$ cat config.mk
export PLATFORM = sky130hd
export DESIGN_NAME = instr_encoder_loader
export DESIGN_NICKNAME = d
export VERILOG_FILES = /design/src/rtl/instr_encoder_loader.sv
export SDC_FILE = /design/constraint.sdc
export NUM_CORES = 1
export LEC_CHECK = 0
export ABC_AREA = 0
export BUFFER_PORTS_ARGS = -buffer_cell sky130_fd_sc_hd__buf_4
export CAP_MARGIN = 25
export CORE_MARGIN = 4
export CORE_UTILIZATION = 49
export CTS_BUF_LIST = sky130_fd_sc_hd__clkbuf_8
export DETAILED_ROUTE_END_ITERATION = 8
export GPL_TIMING_DRIVEN = 0
export PLACE_DENSITY = 0.8
export SETUP_SLACK_MARGIN = 0.5
export SYNTH_ARGS = -nofsm -noshare
export SYNTH_HDL_FRONTEND = slang
export SYNTH_SLANG_ARGS = --single-unit
$ cat constraint.sdc
create_clock -name clk -period 1.8 [get_ports clk]
set_input_delay 0.36 -clock clk [delete_from_list [all_inputs] [get_ports clk]]
set_output_delay 0.36 -clock clk [all_outputs]
set_load 0.02 [all_outputs]
$ cat src/rtl/instr_encoder_loader.sv
// Encodes ADDI/ADD/AUIPC/SW commands into RV32I words and streams them to imem.
// Latency 1 cmd->imem; cmd_ready drops while a write is stalled, last is pending, or capacity is reached.
module instr_encoder_loader #(
    parameter int          DATA_WIDTH = 32,
    parameter int          DEPTH      = 64,
    parameter logic [31:0] BASE_ADDR  = 32'h0000_0000
) (
    input  logic                         clk,
    input  logic                         reset,
    input  logic                         start,
    input  logic                         cmd_valid,
    output logic                         cmd_ready,
    input  logic [1:0]                   cmd_op,
    input  logic [4:0]                   cmd_rd,
    input  logic [4:0]                   cmd_rs1,
    input  logic [4:0]                   cmd_rs2,
    input  logic [DATA_WIDTH-1:0]        cmd_imm,
    input  logic                         cmd_last,
    output logic                         imem_we,
    input  logic                         imem_ready,
    output logic [DATA_WIDTH-1:0]        imem_addr,
    output logic [DATA_WIDTH-1:0]        imem_wdata,
    output logic [$clog2(DEPTH+1)-1:0]   loaded_count,
    output logic                         done,
    output logic                         imm_err
);
    localparam int CW = $clog2(DEPTH+1);

    typedef enum logic [1:0] {S_IDLE, S_LOAD, S_DONE} state_t;

    state_t                state_q, state_d;
    logic                  imem_we_q, imem_we_d;
    logic [DATA_WIDTH-1:0] imem_addr_q, imem_addr_d;
    logic [DATA_WIDTH-1:0] imem_wdata_q, imem_wdata_d;
    logic [DATA_WIDTH-1:0] next_addr_q, next_addr_d;
    logic [CW-1:0]         loaded_count_q, loaded_count_d;
    logic                  done_q, done_d;
    logic                  imm_err_q, imm_err_d;
    logic                  last_pending_q, last_pending_d;
    logic                  wr_last_q, wr_last_d;

    logic                  wr_done, accept, enter_load, room;
    logic [DATA_WIDTH-1:0] enc_word;
    logic                  enc_bad;

    assign wr_done    = imem_we_q && imem_ready;
    assign accept     = cmd_valid && cmd_ready;
    assign enter_load = start && (state_q != S_LOAD);
    // Count the word still sitting in the output stage so we never overfill.
    assign room       = (int'(loaded_count_q) + int'(imem_we_q)) < DEPTH;

    always_ff @(posedge clk) begin
        if (reset) begin
            state_q        <= S_IDLE;
            imem_we_q      <= 1'b0;
            imem_addr_q    <= BASE_ADDR;
            imem_wdata_q   <= '0;
            next_addr_q    <= BASE_ADDR;
            loaded_count_q <= '0;
            done_q         <= 1'b0;
            imm_err_q      <= 1'b0;
            last_pending_q <= 1'b0;
            wr_last_q      <= 1'b0;
        end else begin
            state_q        <= state_d;
            imem_we_q      <= imem_we_d;
            imem_addr_q    <= imem_addr_d;
            imem_wdata_q   <= imem_wdata_d;
            next_addr_q    <= next_addr_d;
            loaded_count_q <= loaded_count_d;
            done_q         <= done_d;
            imm_err_q      <= imm_err_d;
            last_pending_q <= last_pending_d;
            wr_last_q      <= wr_last_d;
        end
    end

    always_comb begin
        state_d = state_q;
        case (state_q)
            S_IDLE:  if (start) state_d = S_LOAD;
            S_LOAD:  if (wr_done && (wr_last_q || (int'(loaded_count_q) + 1 >= DEPTH)))
                         state_d = S_DONE;
            S_DONE:  if (start) state_d = S_LOAD;
            default: state_d = S_IDLE;
        endcase
    end

    always_comb begin
        cmd_ready = (state_q == S_LOAD) && !last_pending_q && (!imem_we_q || imem_ready) && room;
    end

    always_comb begin
        enc_word = '0;
        enc_bad  = 1'b0;
        case (cmd_op)
            2'b00: begin
                enc_word = {cmd_imm[11:0], cmd_rs1, 3'b000, cmd_rd, 7'b0010011};
                enc_bad  = !((&cmd_imm[31:11]) || !(|cmd_imm[31:11]));
            end
            2'b01: enc_word = {7'b0000000, cmd_rs2, cmd_rs1, 3'b000, cmd_rd, 7'b0110011};
            2'b10: begin
                enc_word = {cmd_imm[31:12], cmd_rd, 7'b0010111};
                enc_bad  = |cmd_imm[11:0];
            end
            default: begin
                enc_word = {cmd_imm[11:5], cmd_rs2, cmd_rs1, 3'b010, cmd_imm[4:0], 7'b0100011};
                enc_bad  = !((&cmd_imm[31:11]) || !(|cmd_imm[31:11]));
            end
        endcase
    end

    always_comb begin
        imem_we_d      = imem_we_q;
        imem_addr_d    = imem_addr_q;
        imem_wdata_d   = imem_wdata_q;
        next_addr_d    = next_addr_q;
        loaded_count_d = loaded_count_q;
        done_d         = done_q;
        imm_err_d      = imm_err_q;
        last_pending_d = last_pending_q;
        wr_last_d      = wr_last_q;
        if (enter_load) begin
            imem_addr_d    = BASE_ADDR;
            next_addr_d    = BASE_ADDR;
            loaded_count_d = '0;
            done_d         = 1'b0;
            imm_err_d      = 1'b0;
            last_pending_d = 1'b0;
            wr_last_d      = 1'b0;
        end else begin
            if (wr_done) begin
                imem_we_d      = 1'b0;
                loaded_count_d = loaded_count_q + CW'(1);
                if (state_d == S_DONE) done_d = 1'b1;
            end
            if (accept) begin
                imem_we_d    = 1'b1;
                imem_addr_d  = next_addr_q;
                imem_wdata_d = enc_word;
                next_addr_d  = next_addr_q + 32'd4;
                wr_last_d    = cmd_last;
                if (cmd_last) last_pending_d = 1'b1;
                if (enc_bad)  imm_err_d = 1'b1;
            end
        end
    end

    assign imem_we      = imem_we_q;
    assign imem_addr    = imem_addr_q;
    assign imem_wdata   = imem_wdata_q;
    assign loaded_count = loaded_count_q;
    assign done         = done_q;
    assign imm_err      = imm_err_q;
endmodule

* Yosys cells after proc, flatten, opt, wreduce, memory -nomap -nowiden *
Index checks and enable logic that the tools add are counted.

cells by class
  add/sub/neg operators = 4
  multiply operators = 0
  div/mod/pow operators = 0
  $lt $le $gt $ge = 2
  equality and inequality tests = 6
  shift-type cells = 0
  muxes and demuxes = 7
  bitwise logic cells = 1
  reductions and logical operators = 27

operators with widths
  kind                                                                     count
  32-bit one-hot mux with 3 select lines                                   1
  32-bit by 3-bit adder with 32-bit output, second input constant          1
  21-bit AND reduction                                                     1
  21-bit OR reduction                                                      1
  12-bit OR reduction                                                      1
  2-bit AND reduction                                                      5
  7-bit by 1-bit adder with 8-bit output                                   1
  7-bit by 1-bit adder with 8-bit output, second input constant            1
  8-bit by 7-bit >= comparator with 1-bit output, second input constant    1
  8-bit by 7-bit < comparator with 1-bit output, second input constant     1
  7-bit by 1-bit adder with 7-bit output, second input constant            1
  1-bit logical AND                                                        7
  2-bit equality test, second input constant                               3
  2-bit by 1-bit equality test with 1-bit output, second input constant    2
  1-bit logical NOT                                                        4
  2-bit logical NOT                                                        2
  2-bit two-way mux                                                        2
  2-bit one-hot mux with 2 select lines                                    1
  2-bit OR reduction                                                       2
  1-bit logical OR                                                         3
  1-bit two-way mux                                                        2
  2-bit by 1-bit inequality test with 1-bit output, second input constant  1
  1-bit one-hot mux with 2 select lines                                    1
  2-bit nonzero test                                                       1
  1-bit NOT                                                                1

word-level totals
  flip-flop bits (word level) = 110
  bits in latches = 0
  RAM bits = 0
  memory bits (read-only) = 0
  input port bits = 55
  output and inout port bits = 75
  logic and storage cells = 57
  memories kept = 0

* Depth between registers and ports, before layout *
  depth after elaboration = 8
  depth in mapped cells = 8
  mapped depth without buffers = 6

* Worst setup path before layout *
No wires, ideal clock.

  kind = register to register
  start = reg loaded_count_q[3], in the netlist loaded_count[3]
  end = reg imem_we_q, in the netlist imem_we
  arrival = 1.791 ns
  required time = 1.672 ns
  path slack = -0.118 ns
  stages on the path, launching flop included = 9
  clock period less this slack = 1.918 ns
  cell sequence = dfxtp_1 nand4_1 o211a_4 buf_6 and2_1 buf_4 buf_2 a21oi_1 nor2_1

on the way
  cells in the longest elaborated chain, start to end = 6

ends and longest elaborated chain
  item                                             RTL line  source
  start: declaration                               36        logic [CW-1:0] loaded_count_q, loaded_count_d;
  start signal: assignment                         70        loaded_count_q <= loaded_count_d;
  7-bit by 1-bit adder with 8-bit output *         50        assign room = (int'(loaded_count_q) + int'(imem_we_q)) < DEPTH;
  8-bit by 7-bit < comparator with 1-bit output *  50
  1-bit logical AND *                              90        cmd_ready = (state_q == S_LOAD) && !last_pending_q && (!imem_we_q || imem_ready) && room;
  net cmd_ready                                    12        output logic cmd_ready,
  1-bit logical AND *                              47        assign accept = cmd_valid && cmd_ready;
  2-bit nonzero test (no line)                     n/a
  2-bit AND reduction (no line)                    n/a
  end signal: assignment                           66        imem_we_q <= imem_we_d;
  end: declaration                                 32        logic imem_we_q, imem_we_d;

The timed path passes the listed nets; every way through them passes the cells marked *.
A chain may end at the register's enable or synchronous reset.

* Worst setup path in the final report *
  start = reg last_pending_q
  end = reg next_addr_q[8]

on the way
  cells in the longest elaborated chain, start to end = 5

ends and longest elaborated chain
  item                            RTL line  source
  start: declaration              39        logic last_pending_q, last_pending_d;
  start signal: assignment        73        last_pending_q <= last_pending_d;
  1-bit logical NOT               90
  1-bit logical AND (3 in a row)  90
  1-bit logical AND               47
  end signal: assignment          69        next_addr_q <= next_addr_d;
  end: declaration                35        logic [DATA_WIDTH-1:0] next_addr_q, next_addr_d;

No other way between the ends.

==> results_dict.tcl <==
set metrics [dict create \
    reg2regPathDepth 10 \
    r2r-end "next_addr_q[8]$_SDFFE_PP0P_" \
    rows 35 \
    hold_ws_ns 0.221 \
    synth-seq-area-share 0.448 \
    drv_slew 0 \
    postPlaceCellArea_um2 5800 \
    violations "negative setup slack" \
    drive_above_1_share 0.545 \
    die_h_um 105 \
    period_minus_slack_ns 2.00 \
    min_from "cmd_rs1[0]" \
    cts_root_buf "clkbuf_8" \
    hold_path.class "input pin to flip-flop" \
    async_reset_ff_frac 0 \
    area_growth_pct 66.2 \
    max_freq_mhz 500 \
    clkSinkCount 103 \
    clk_path_buf_depth 2 \
    worst_pin_slew_ns 0.695 \
    path_class "flip-flop to flip-flop" \
    cp_slowest_cell "dfxtp_2" \
    yosysMostFrequentCell "dfxtp_1" \
    clock_latency_ns 0.39 \
    rsz0062_at_grt "true" \
    p_leak_nw 3.18 \
    finalHoldViolCount 0 \
    skew_ns 0.0185 \
    outcome "finished, violations left" \
    fin_tns_setup_ns -4.91 \
    hold_buffers 0 \
    ys_warn_count 0 \
    cts.clk_slew.worst_paths_ns 0.11 \
    drcViolationCount 0 \
    fin_crit_sh 1.11 \
    grtUsageTotal 0.284 \
    crit_path_max_fanout 6 \
    synth.avg_cell_area_um2 8.35 \
    num_vias 5419 \
    synth.top_cell.area_share 0.448 \
    post-route-cell-area_um2 7650 \
    netlist_top_cells_count "dfxtp_1 (103), nand2_1 (82), a21oi_1 (64)" \
    drtIter0Drc 335 \
    maxSlewHeadroom 0.537 \
    start_util 0.500 \
    boundaryPins 130 \
    cp-startpoint "last_pending_q$_SDFFE_PP0P_" \
    viasPerCell 6.26 \
    multi_input_area_um2 3140 \
    grt-ovfl-total 0 \
    worstPathRequired_ns 2.08 \
    synthDistinctLibCells 47 \
    hold_end "imem_wdata[15]$_SDFFE_PP0P_" \
    yosys_most_used_dff "dfxtp_1" \
    ant_nets 0 \
    r2r_start "last_pending_q$_SDFFE_PP0P_" \
    startpoint_type "flip-flop" \
    netlist_instances 551 \
    synth.ff_latch_count 103 \
    final-seq-area_um2 2140 \
    ir_drop_uv 449 \
    setup-violations-final 84 \
    grt_max_degree 18 \
    netlist_area_um2 4600 \
    r2r_slack_ns -0.20 \
    die_x_um 105 \
    finalCoreUtilization 0.832 \
    routed_wl_um 19100 \
    grt_pass1_wl_um 25300 \
    routabilityCongestion 0.921 \
    routedWlPerCell_um 22.1 \
    cts_tree "built" \
    ys_top_cells_by_area "dfxtp_1 (45%), a21oi_1 (7.0%), nand2_1 (6.7%), nor2_1 (4.3%), a221oi_1 (3.2%)" \
    synth_edf_count 0 \
    core-area_um2 9200 \
    diodes 0 \
    io_buffers 124 \
    tritoncts.num_buffers 9 \
    dpl.cell_count 789 \
    final_cells 865 \
    setup_slack_ns -0.199 \
    hpwlAfterDp_um 10700 \
    holdPathStages 3 \
    antenna_found_initial 0 \
    die_area_um2 11000 \
    nFillCells 509 \
    max_stage_delay_ns 0.36 \
    firstDrtPassIters 5 \
    nNetsFinal 811 \
    arrival_ns 2.28 \
    cts_max_level 3 \
    power_density_nw_per_um2 620 \
    critPathCaptureType "flip-flop" \
    grt_pass1_vias 4859 \
    drv_cap 0 \
    crit_path_cell_trace "nor4b_4, o211a_4, buf_8, buf_4, buf_6, buf_6, buf_4, nand4_1, xor2_1, nor2_1" \
    yosys.area.top_type "dfxtp_1" \
]
[through the flow]
step / total power, mW / setup slack (ns)
6_report: 4.74 / -0.199
5_1_grt: 4.88 / -0.259
4_1_cts: 4.49 / -0.0698
3_5_place_dp: 3.01 / -0.400
3_3_place_gp: 3.01 / -0.412
2_1_floorplan: 2.72 / 0.0413
[layout by cell type, fill, tap and decap left out, drive strengths merged, types with 8 or more instances in the layout]
| cell type | instances |
|---|---|
| or3 | 9 |
| o31ai | 14 |
| nand3 | 14 |
| nor2 | 53 |
| xor2 | 9 |
| dfxtp | 103 |
| nor4 | 8 |
| clkbuf | 31 |
| a21oi | 64 |
| nand2 | 82 |
| a221oi | 17 |
| o21ai | 9 |
| inv | 14 |
| buf | 204 |
| nand4 | 20 |
| nor3 | 27 |
| or4 | 15 |
[how the worst max path moves through the flow]
stage | end | depth (start not counted)
after floorplan | next_addr_q[17]$_SDFFE_PP0P_ | 6
after global placement | imem_wdata[19]$_SDFFE_PP0P_ | 8
after detailed placement | imem_wdata[19]$_SDFFE_PP0P_ | 8
after CTS | cmd_ready | 4
after global routing | next_addr_q[8]$_SDFFE_PP0P_ | 10
final | next_addr_q[8]$_SDFFE_PP0P_ | 10
[per-layer routing]
layer,wire length [um],GRT usage,vias to the layer above
met4,913,0.0909,0
met1,7070,0.340,2624
met3,1410,0.0544,87
met2,9720,0.511,323
li1,-,-,2385
met5,0,0,-
[logic make-up (layout without fill, tap and decap cells)]
family	after synthesis	after routing	synth area share
xor gates and xnor gates	13	13	0.0247
buffers and inverters	54	253	0.0585
muxes	1	1	0.00218
DFF	103	103	0.448
and+or+nand+nor	250	251	0.279
adders and majority gates	7	7	0.0190
AOI/OAI and AO/OA	122	122	0.167
other	1	4	0.000815
[critical path, delay by kind of cell, from the launching register on]
| family | cells | cell delay (ns) |
|---|---|---|
| AO/OA/AOI/OAI | 1 | 0.27 |
| flip-flops | 1 | 0.36 |
| buffers and inverters | 5 | 0.54 |
| XOR/XNOR | 1 | 0.25 |
| AND/OR/NAND/NOR | 3 | 0.47 |
[where the power goes]
group          internal [mW]  total (mW)  switching, mW
registers               2.31        2.34         0.0366
logic                  0.392       0.885          0.492
clock network          0.647        1.52          0.869
[final cells by class]
cell class | instances | area share
Sequential cell | 103 | 0.280
Clock inverter | 7 | 0.00932
Inverter | 11 | 0.00540
Clock buffer | 9 | 0.0162
Timing Repair Buffer | 183 | 0.210
Buffer | 43 | 0.0514
Multi-Input combinational cell | 398 | 0.410
Tap cell | 111 | 0.0182
[flip-flops by register name, summed over array words and instances, names as in the netlist]
signal and count:
done 1, imem_addr 30, imem_wdata 29, imem_we 1, imm_err 1, last_pending_q 1
loaded_count 7, next_addr_q 30, state_q 2, wr_last_q 1
[repair_timing]
item,CTS,global route
setup endpoints to repair,107,113
gates resized for setup,89,190
cloned,3,7
pin swaps,32,63
setup buffers,36,14
(Power assumes the default switching activity.)
